### config.mk
export PLATFORM = sky130hd
export DESIGN_NAME = mem_access_unit
export DESIGN_NICKNAME = d
export VERILOG_FILES = /design/src/rtl/mem_access_unit_pkg.sv /design/src/rtl/mem_access_unit_align.sv /design/src/rtl/mem_access_unit.sv
export SDC_FILE = /design/constraint.sdc
export NUM_CORES = 1
export LEC_CHECK = 0
export ABC_CLOCK_PERIOD_IN_PS = 2750
export CAP_MARGIN = 40
export CELL_PAD_IN_SITES_DETAIL_PLACEMENT = 1
export CELL_PAD_IN_SITES_GLOBAL_PLACEMENT = 2
export CORE_ASPECT_RATIO = 1.25
export CORE_MARGIN = 4
export CORE_UTILIZATION = 25
export CTS_CLUSTER_DIAMETER = 50
export DETAILED_ROUTE_END_ITERATION = 7
export HOLD_SLACK_MARGIN = 0.06
export PLACE_DENSITY = 0.82
export SLEW_MARGIN = 20
export SYNTH_ARGS = -nofsm -noshare
export SYNTH_HDL_FRONTEND = slang
export SYNTH_SLANG_ARGS = --single-unit
### constraint.sdc
create_clock -name clk -period 2.75 [get_ports clk]
set_clock_uncertainty 0.05 [all_clocks]
set_input_delay 0.6875 -clock clk [delete_from_list [all_inputs] [get_ports clk]]
set_output_delay 0.6875 -clock clk [all_outputs]
set_load 0.03 [all_outputs]
### src/rtl/mem_access_unit_pkg.sv
// mem_access_unit_pkg
//   Shared definitions for the MEM-stage data-memory responder.
//   - DATA_W / ADDR_W : store-data and byte-address widths
//   - MEM_W_*         : RV32 funct3 load/store width codes
//   - mau_state_t     : responder FSM states (2-bit encoding)
//   - is_misaligned() : natural-alignment test used when MISALIGN_CHECK_EN is defined
package mem_access_unit_pkg;

    localparam int DATA_W = 32;
    localparam int ADDR_W = 32;

    localparam logic [2:0] MEM_W_B  = 3'b000;
    localparam logic [2:0] MEM_W_H  = 3'b001;
    localparam logic [2:0] MEM_W_W  = 3'b010;
    localparam logic [2:0] MEM_W_BU = 3'b100;
    localparam logic [2:0] MEM_W_HU = 3'b101;

    typedef enum logic [1:0] {
        MAU_IDLE = 2'd0,
        MAU_REQ  = 2'd1,
        MAU_RESP = 2'd2
    } mau_state_t;

    // Unlisted width codes behave as word accesses, so they need word alignment.
    function automatic logic is_misaligned(input logic [2:0] width, input logic [1:0] addr_lo);
        logic mis;
        case (width)
            MEM_W_B, MEM_W_BU: mis = 1'b0;
            MEM_W_H, MEM_W_HU: mis = addr_lo[0];
            default:           mis = (addr_lo != 2'b00);
        endcase
        return mis;
    endfunction

endpackage

### src/rtl/mem_access_unit_align.sv
// mem_lane_align
//   Combinational byte-lane formatter for a 32-bit data bus.
//   Ports:
//     width       in  3   funct3 width code
//     addr_lo     in  2   byte offset within the word
//     we          in  1   store access (strobes are zero for loads)
//     store_data  in  32  right-justified store data
//     rdata       in  32  word read from memory
//     wstrb       out 4   byte strobes
//     wdata       out 32  lane-replicated store data
//     load_result out 32  selected lane, sign/zero extended
//   Halfword lanes use addr_lo[1] only and word accesses always use lane 0,
//   so misaligned requests fall back to the containing aligned unit.
module mem_lane_align
    import mem_access_unit_pkg::*;
(
    input  logic [2:0]  width,
    input  logic [1:0]  addr_lo,
    input  logic        we,
    input  logic [31:0] store_data,
    input  logic [31:0] rdata,
    output logic [3:0]  wstrb,
    output logic [31:0] wdata,
    output logic [31:0] load_result
);

    logic [31:0] byte_shift;
    logic [31:0] half_shift;
    logic [7:0]  byte_lane;
    logic [15:0] half_lane;

    always_comb begin
        byte_shift = rdata >> {addr_lo, 3'b000};
        half_shift = rdata >> {addr_lo[1], 4'b0000};
        byte_lane  = byte_shift[7:0];
        half_lane  = half_shift[15:0];

        wstrb       = 4'b1111;
        wdata       = store_data;
        load_result = rdata;
        case (width)
            MEM_W_B, MEM_W_BU: begin
                wstrb = 4'b0001 << addr_lo;
                wdata = {4{store_data[7:0]}};
                load_result = (width == MEM_W_B) ? {{24{byte_lane[7]}}, byte_lane}
                                                 : {24'h0, byte_lane};
            end
            MEM_W_H, MEM_W_HU: begin
                wstrb = 4'b0011 << {addr_lo[1], 1'b0};
                wdata = {2{store_data[15:0]}};
                load_result = (width == MEM_W_H) ? {{16{half_lane[15]}}, half_lane}
                                                 : {16'h0, half_lane};
            end
            default: begin
                wstrb       = 4'b1111;
                wdata       = store_data;
                load_result = rdata;
            end
        endcase

        if (!we) begin
            wstrb = 4'b0000;
        end
    end

endmodule

### src/rtl/mem_access_unit.sv
// mem_access_unit
//   MEM-stage data-memory responder. Takes the load/store held in EX/MEM,
//   runs it as a single outstanding req/ack bus transaction and stalls the
//   pipeline until it completes (or times out).
//   Parameter TIMEOUT: REQ cycles to wait for bus_ack; 0 waits forever.
//   Optional feature macro: MISALIGN_CHECK_EN (reject misaligned H/W accesses).
//   Ports:
//     clk, rst (sync, active-low)
//     mem_data_mem_re/we/data_width/addr/in : request from EX/MEM
//     mem_stall       : hold IF..EX/MEM while busy
//     mem_load_data   : extended load result (valid with mem_load_valid)
//     mem_load_valid  : one-cycle pulse on load completion
//     mem_bus_err     : one-cycle pulse on timeout
//     mem_misalign    : one-cycle pulse on rejected misaligned request
//     bus_req/we/addr/wstrb/wdata : memory bus request side
//     bus_ack/rdata   : memory bus response side
module mem_access_unit
    import mem_access_unit_pkg::*;
#(
    parameter int TIMEOUT = 16
) (
    input  logic              clk,
    input  logic              rst,
    input  logic              mem_data_mem_re,
    input  logic              mem_data_mem_we,
    input  logic [2:0]        mem_data_mem_data_width,
    input  logic [ADDR_W-1:0] mem_data_mem_addr,
    input  logic [DATA_W-1:0] mem_data_mem_in,
    output logic              mem_stall,
    output logic [31:0]       mem_load_data,
    output logic              mem_load_valid,
    output logic              mem_bus_err,
    output logic              mem_misalign,
    output logic              bus_req,
    output logic              bus_we,
    output logic [ADDR_W-1:0] bus_addr,
    output logic [3:0]        bus_wstrb,
    output logic [31:0]       bus_wdata,
    input  logic              bus_ack,
    input  logic [31:0]       bus_rdata
);

    localparam int CNT_W = (TIMEOUT > 0) ? $clog2(TIMEOUT + 1) : 1;
    localparam logic [CNT_W-1:0] CNT_LAST = CNT_W'(TIMEOUT - 1);

    function automatic logic [CNT_W-1:0] sat_inc(input logic [CNT_W-1:0] v);
        return (&v) ? v : v + 1'b1;
    endfunction

    mau_state_t        state;
    logic [CNT_W-1:0]  wait_cnt;
    logic              we_p0;
    logic [2:0]        width_p0;
    logic [ADDR_W-1:0] addr_p0;
    logic [DATA_W-1:0] data_p0;
    logic [31:0]       load_ext;
    logic              req_now;
    logic              misalign_now;

    assign req_now = mem_data_mem_re | mem_data_mem_we;

`ifdef MISALIGN_CHECK_EN
    logic misalign_q;
    assign misalign_now = is_misaligned(mem_data_mem_data_width, mem_data_mem_addr[1:0]);
    assign mem_misalign = misalign_q;
`else
    assign misalign_now = 1'b0;
    assign mem_misalign = 1'b0;
`endif

    // Stall asserts in the detect cycle itself so EX/MEM holds the request.
    assign mem_stall = (state == MAU_REQ) || ((state == MAU_IDLE) && req_now);

    // The bus is driven only from captured request fields.
    assign bus_we   = we_p0;
    assign bus_addr = {addr_p0[ADDR_W-1:2], 2'b00};

    mem_lane_align u_align (
        .width       (width_p0),
        .addr_lo     (addr_p0[1:0]),
        .we          (we_p0),
        .store_data  (data_p0),
        .rdata       (bus_rdata),
        .wstrb       (bus_wstrb),
        .wdata       (bus_wdata),
        .load_result (load_ext)
    );

    always_ff @(posedge clk) begin
        if (!rst) begin
            state          <= MAU_IDLE;
            wait_cnt       <= '0;
            we_p0          <= 1'b0;
            width_p0       <= 3'b000;
            addr_p0        <= '0;
            data_p0        <= '0;
            bus_req        <= 1'b0;
            mem_load_data  <= 32'h0;
            mem_load_valid <= 1'b0;
            mem_bus_err    <= 1'b0;
`ifdef MISALIGN_CHECK_EN
            misalign_q     <= 1'b0;
`endif
        end else begin
            mem_load_valid <= 1'b0;
            mem_bus_err    <= 1'b0;
`ifdef MISALIGN_CHECK_EN
            misalign_q     <= 1'b0;
`endif
            case (state)
                // Request capture boundary
                MAU_IDLE: begin
                    if (req_now) begin
                        we_p0    <= mem_data_mem_we;
                        width_p0 <= mem_data_mem_data_width;
                        addr_p0  <= mem_data_mem_addr;
                        data_p0  <= mem_data_mem_in;
                        wait_cnt <= '0;
                        if (misalign_now) begin
                            state         <= MAU_RESP;
                            mem_load_data <= 32'h0;
`ifdef MISALIGN_CHECK_EN
                            misalign_q    <= 1'b1;
`endif
                        end else begin
                            state   <= MAU_REQ;
                            bus_req <= 1'b1;
                        end
                    end
                end
                // Bus wait boundary
                MAU_REQ: begin
                    if (bus_ack) begin
                        state          <= MAU_RESP;
                        bus_req        <= 1'b0;
                        mem_load_data  <= we_p0 ? 32'h0 : load_ext;
                        mem_load_valid <= ~we_p0;
                    end else if ((TIMEOUT != 0) && (wait_cnt == CNT_LAST)) begin
                        state         <= MAU_RESP;
                        bus_req       <= 1'b0;
                        mem_load_data <= 32'h0;
                        mem_bus_err   <= 1'b1;
                    end else begin
                        wait_cnt <= sat_inc(wait_cnt);
                    end
                end
                // Response boundary: inputs still hold the finished request, so ignore them.
                MAU_RESP: begin
                    state <= MAU_IDLE;
                end
                default: begin
                    state   <= MAU_IDLE;
                    bus_req <= 1'b0;
                end
            endcase
        end
    end

endmodule

==> results.py <==
metrics = {
    "detailed_routing": {
        "wl_mm": 17.5,
        "wl_per_cell_um": 17.0,
        "drc": 0,
        "drtIter0Drc": 178,
        "vias": 4719,
        "dr.pass1.iters": 4,
        "antenna_left": 0,
        "viasPerCell": 4.59,
    },
    "sta": {
        "finalSetupViolations": 0,
        "period_minus_slack_ns": 2.63,
        "hold_viol": 0,
        "rsz0062_at_grt": "no",
        "fin_tns_setup_ns": 0,
        "fmax_mhz": 380,
        "setup_ws_ns": 0.120,
        "hold_slack_ns": 0.408,
        "finalCritPeriodShare_pct": 95.7,
        "drv_slew": 0,
    },
    "power_and_ir_drop": {
        "p_total_mw": 4.35,
        "switchingPower_mw": 1.39,
        "leakage_nw": 2.86,
        "comb_power_share_pct": 26.4,
        "peakVddDrop_mv": 0.276,
        "swShare_pct": 32.1,
        "powerDensity_nw_per_um2": 569,
        "clkPwrFrac_pct": 32.4,
        "sequentialPowerShare_pct": 41.2,
        "intPower_mw": 2.95,
    },
    "floorplanning": {
        "dieArea_um2": 23500,
        "die_w_um": 138,
        "placementRows": 59,
        "ioPinCount": 210,
        "die_h_um": 170,
        "core-area_um2": 20800,
        "start_util_pct": 25.3,
    },
    "synth": {
        "synth_commonest_cells": "nand2_1 (153), dfxtp_1 (110), a21boi_0 (70)",
        "ys_types": 46,
        "syn_inst": 596,
        "async_reset_ff_share_pct": 0,
        "yosysTopAreaCellShare_pct": 41.8,
        "yosysMostFrequentCell": "nand2_1",
        "seq_area_frac_synth_pct": 41.8,
        "yosysTopAreaCell": "dfxtp_1",
        "ys_ff_latch": 110,
        "synth_area_um2": 5270,
        "synth_edf_count": 0,
        "ys.flop_type": "dfxtp_1",
        "avgSynthCellArea_um2": 8.84,
        "synthTopCellsByArea": "dfxtp_1 (42%), nand2_1 (11%), a21boi_0 (10%), buf_4 (6.1%), a221o_1 (4.6%)",
        "yosysWarnings": 0,
    },
    "critical_path": {
        "crit_fanout": 25,
        "worstPathArrival_ns": 1.89,
        "cp-end-kind": "output pin",
        "critical_path_class": "flop to output pin",
        "cp-start-kind": "flop",
        "worstPathRequired_ns": 2.01,
    },
    "placed_design": {
        "dp.cells": 1011,
        "place.gp.congestion": 0.774,
        "io_buffers": 206,
        "dpl.hpwl_mm": 12.7,
        "dp_slack_ns": 0.212,
    },
    "cts": {
        "cts_setup_buffers": 0,
        "cts_buffers": 9,
        "cts_buffer_depth": 2,
        "cts_hold_buf": 0,
        "cts_root_buffer": "clkbuf_16",
        "h-tree-depth": 3,
        "clkSinkCount": 110,
        "path_clk_slew_ns": 0.08,
        "cts_tree": "yes",
        "clk_latency_ns": 0.36,
    },
    "layout": {
        "n_antenna_cell": 0,
        "nets": 855,
        "area_growth_pct": 44.9,
        "drive_gt1_share_pct": 11.6,
        "finalNonFillerCells": 1027,
    },
    "grt": {
        "grt_util_met3_pct": 3.34,
        "grt_pass1_vias": 4890,
        "grt_max_degree": 72,
        "grt_most_used_layer": "met2",
        "antenna_found_initial": 2,
        "grt_use_met2_pct": 25.4,
        "grt_pass1_wl_mm": 27.3,
        "grt_usage_pct": 14.9,
        "grt-ovfl-total": 0,
        "met1_usage_pct": 18.1,
    },
    "min_path": {
        "hp-class": "flop to flop",
    },
    "job": {
        "drv_cap": 0,
    },
    "run_status": {
        "status": "complete, no violations",
    },
}
[repair_timing]
action,in CTS,in global routing
endpoints found under the setup margin,11,1
gates resized for setup,2,1
cloned,0,0
[cell families (layout without fill, tap and decap cells)]
family / count (synthesis) / after routing / share of synthesized area, %
flip-flops: 110 / 110 / 41.8
buffers and inverters: 91 / 246 / 10.3
multiplexers: 35 / 35 / 7.31
AND/OR/NAND/NOR: 193 / 193 / 15.9
XOR/XNOR: 2 / 2 / 0.332
AO/OA/AOI/OAI: 161 / 161 / 23.7
other: 1 / 3 / 0.0711
adder cells (fa/ha/maj): 3 / 3 / 0.712
[per-layer routing]
layer | vias up | share of wire (%)
met5 | - | 0.13
met3 | 24 | 5.8
li1 | 2331 | -
met4 | 4 | 2.1
met1 | 2243 | 42
met2 | 117 | 50
[registers in the layout (all words and copies together) (netlist names)]
signal and flops:
data_p0 32, wait_cnt 5, mem_load_valid 1, mem_load_data 32, state 2, bus_we 1, width_p0 3, bus_req 1
addr_p0 32, mem_bus_err 1
[worst paths after layout]
path	from	end	slack (ns)	depth (start not counted)
worst min register to register	mem_load_data[6]$_SDFFE_PN0P_	mem_load_data[6]$_SDFFE_PN0P_	0.41	2
worst min-delay path	mem_load_data[6]$_SDFFE_PN0P_	mem_load_data[6]$_SDFFE_PN0P_	0.41	2
worst max register to register	wait_cnt[0]$_SDFFE_PN0P_	wait_cnt[4]$_SDFFE_PN0P_	0.50	7
worst max-delay path	width_p0[1]$_SDFFE_PN0P_	bus_wdata[17]	0.12	2
[critical path: stages (launching register included)]
cell	delay [ns]
dfxtp_4	0.54
mux2_2	0.37
clkdlybuf4s50_1	0.61
[layout by cell type, fill, tap and decap left out, drive strengths merged, types with 4 or more instances in the layout]
cell type,netlist,layout
a221o,24,24
o21ai,19,19
o21a,4,4
o22ai,8,8
a21boi,77,77
nor3,5,5
dfxtp,110,110
clkdlybuf4s50,0,184
mux2,18,18
nand2,154,154
buf,55,38
nand2b,4,4
a22o,7,7
inv,8,12
o2bb2ai,8,8
and3,4,4
a221oi,8,8
mux2i,16,16
clkbuf,28,9
nor2,12,12
[power by group through the flow]
stage	Sequential [mW]	Clock [mW]	Combinational (mW)
after CTS	1.79	1.48	1.17
after detailed placement	1.83	0	1.17
final	1.79	1.41	1.15
after floorplan	1.85	0	0.655
after global routing	1.81	1.53	1.24
after global placement	1.83	0	1.16
[layout make-up]
type / instances / area (µm²)
sequential: 110 / 2210
tap: 274 / 343
clock inverter: 7 / 88.8
inverter: 8 / 30.0
clock buffer: 9 / 225
multi-input combinational: 397 / 2560
fill: 2420 / 13200
timing repair buffer: 222 / 2190
[stage by stage]
stage,utilization [%],instance area (µm²)
3_3_place_gp,35.1,7310
2_1_floorplan,-,5280
5_1_grt,36.7,7640
4_1_cts,36.7,7630
6_report,36.7,7640
3_5_place_dp,35.1,7310
(Power assumes the default switching activity.)
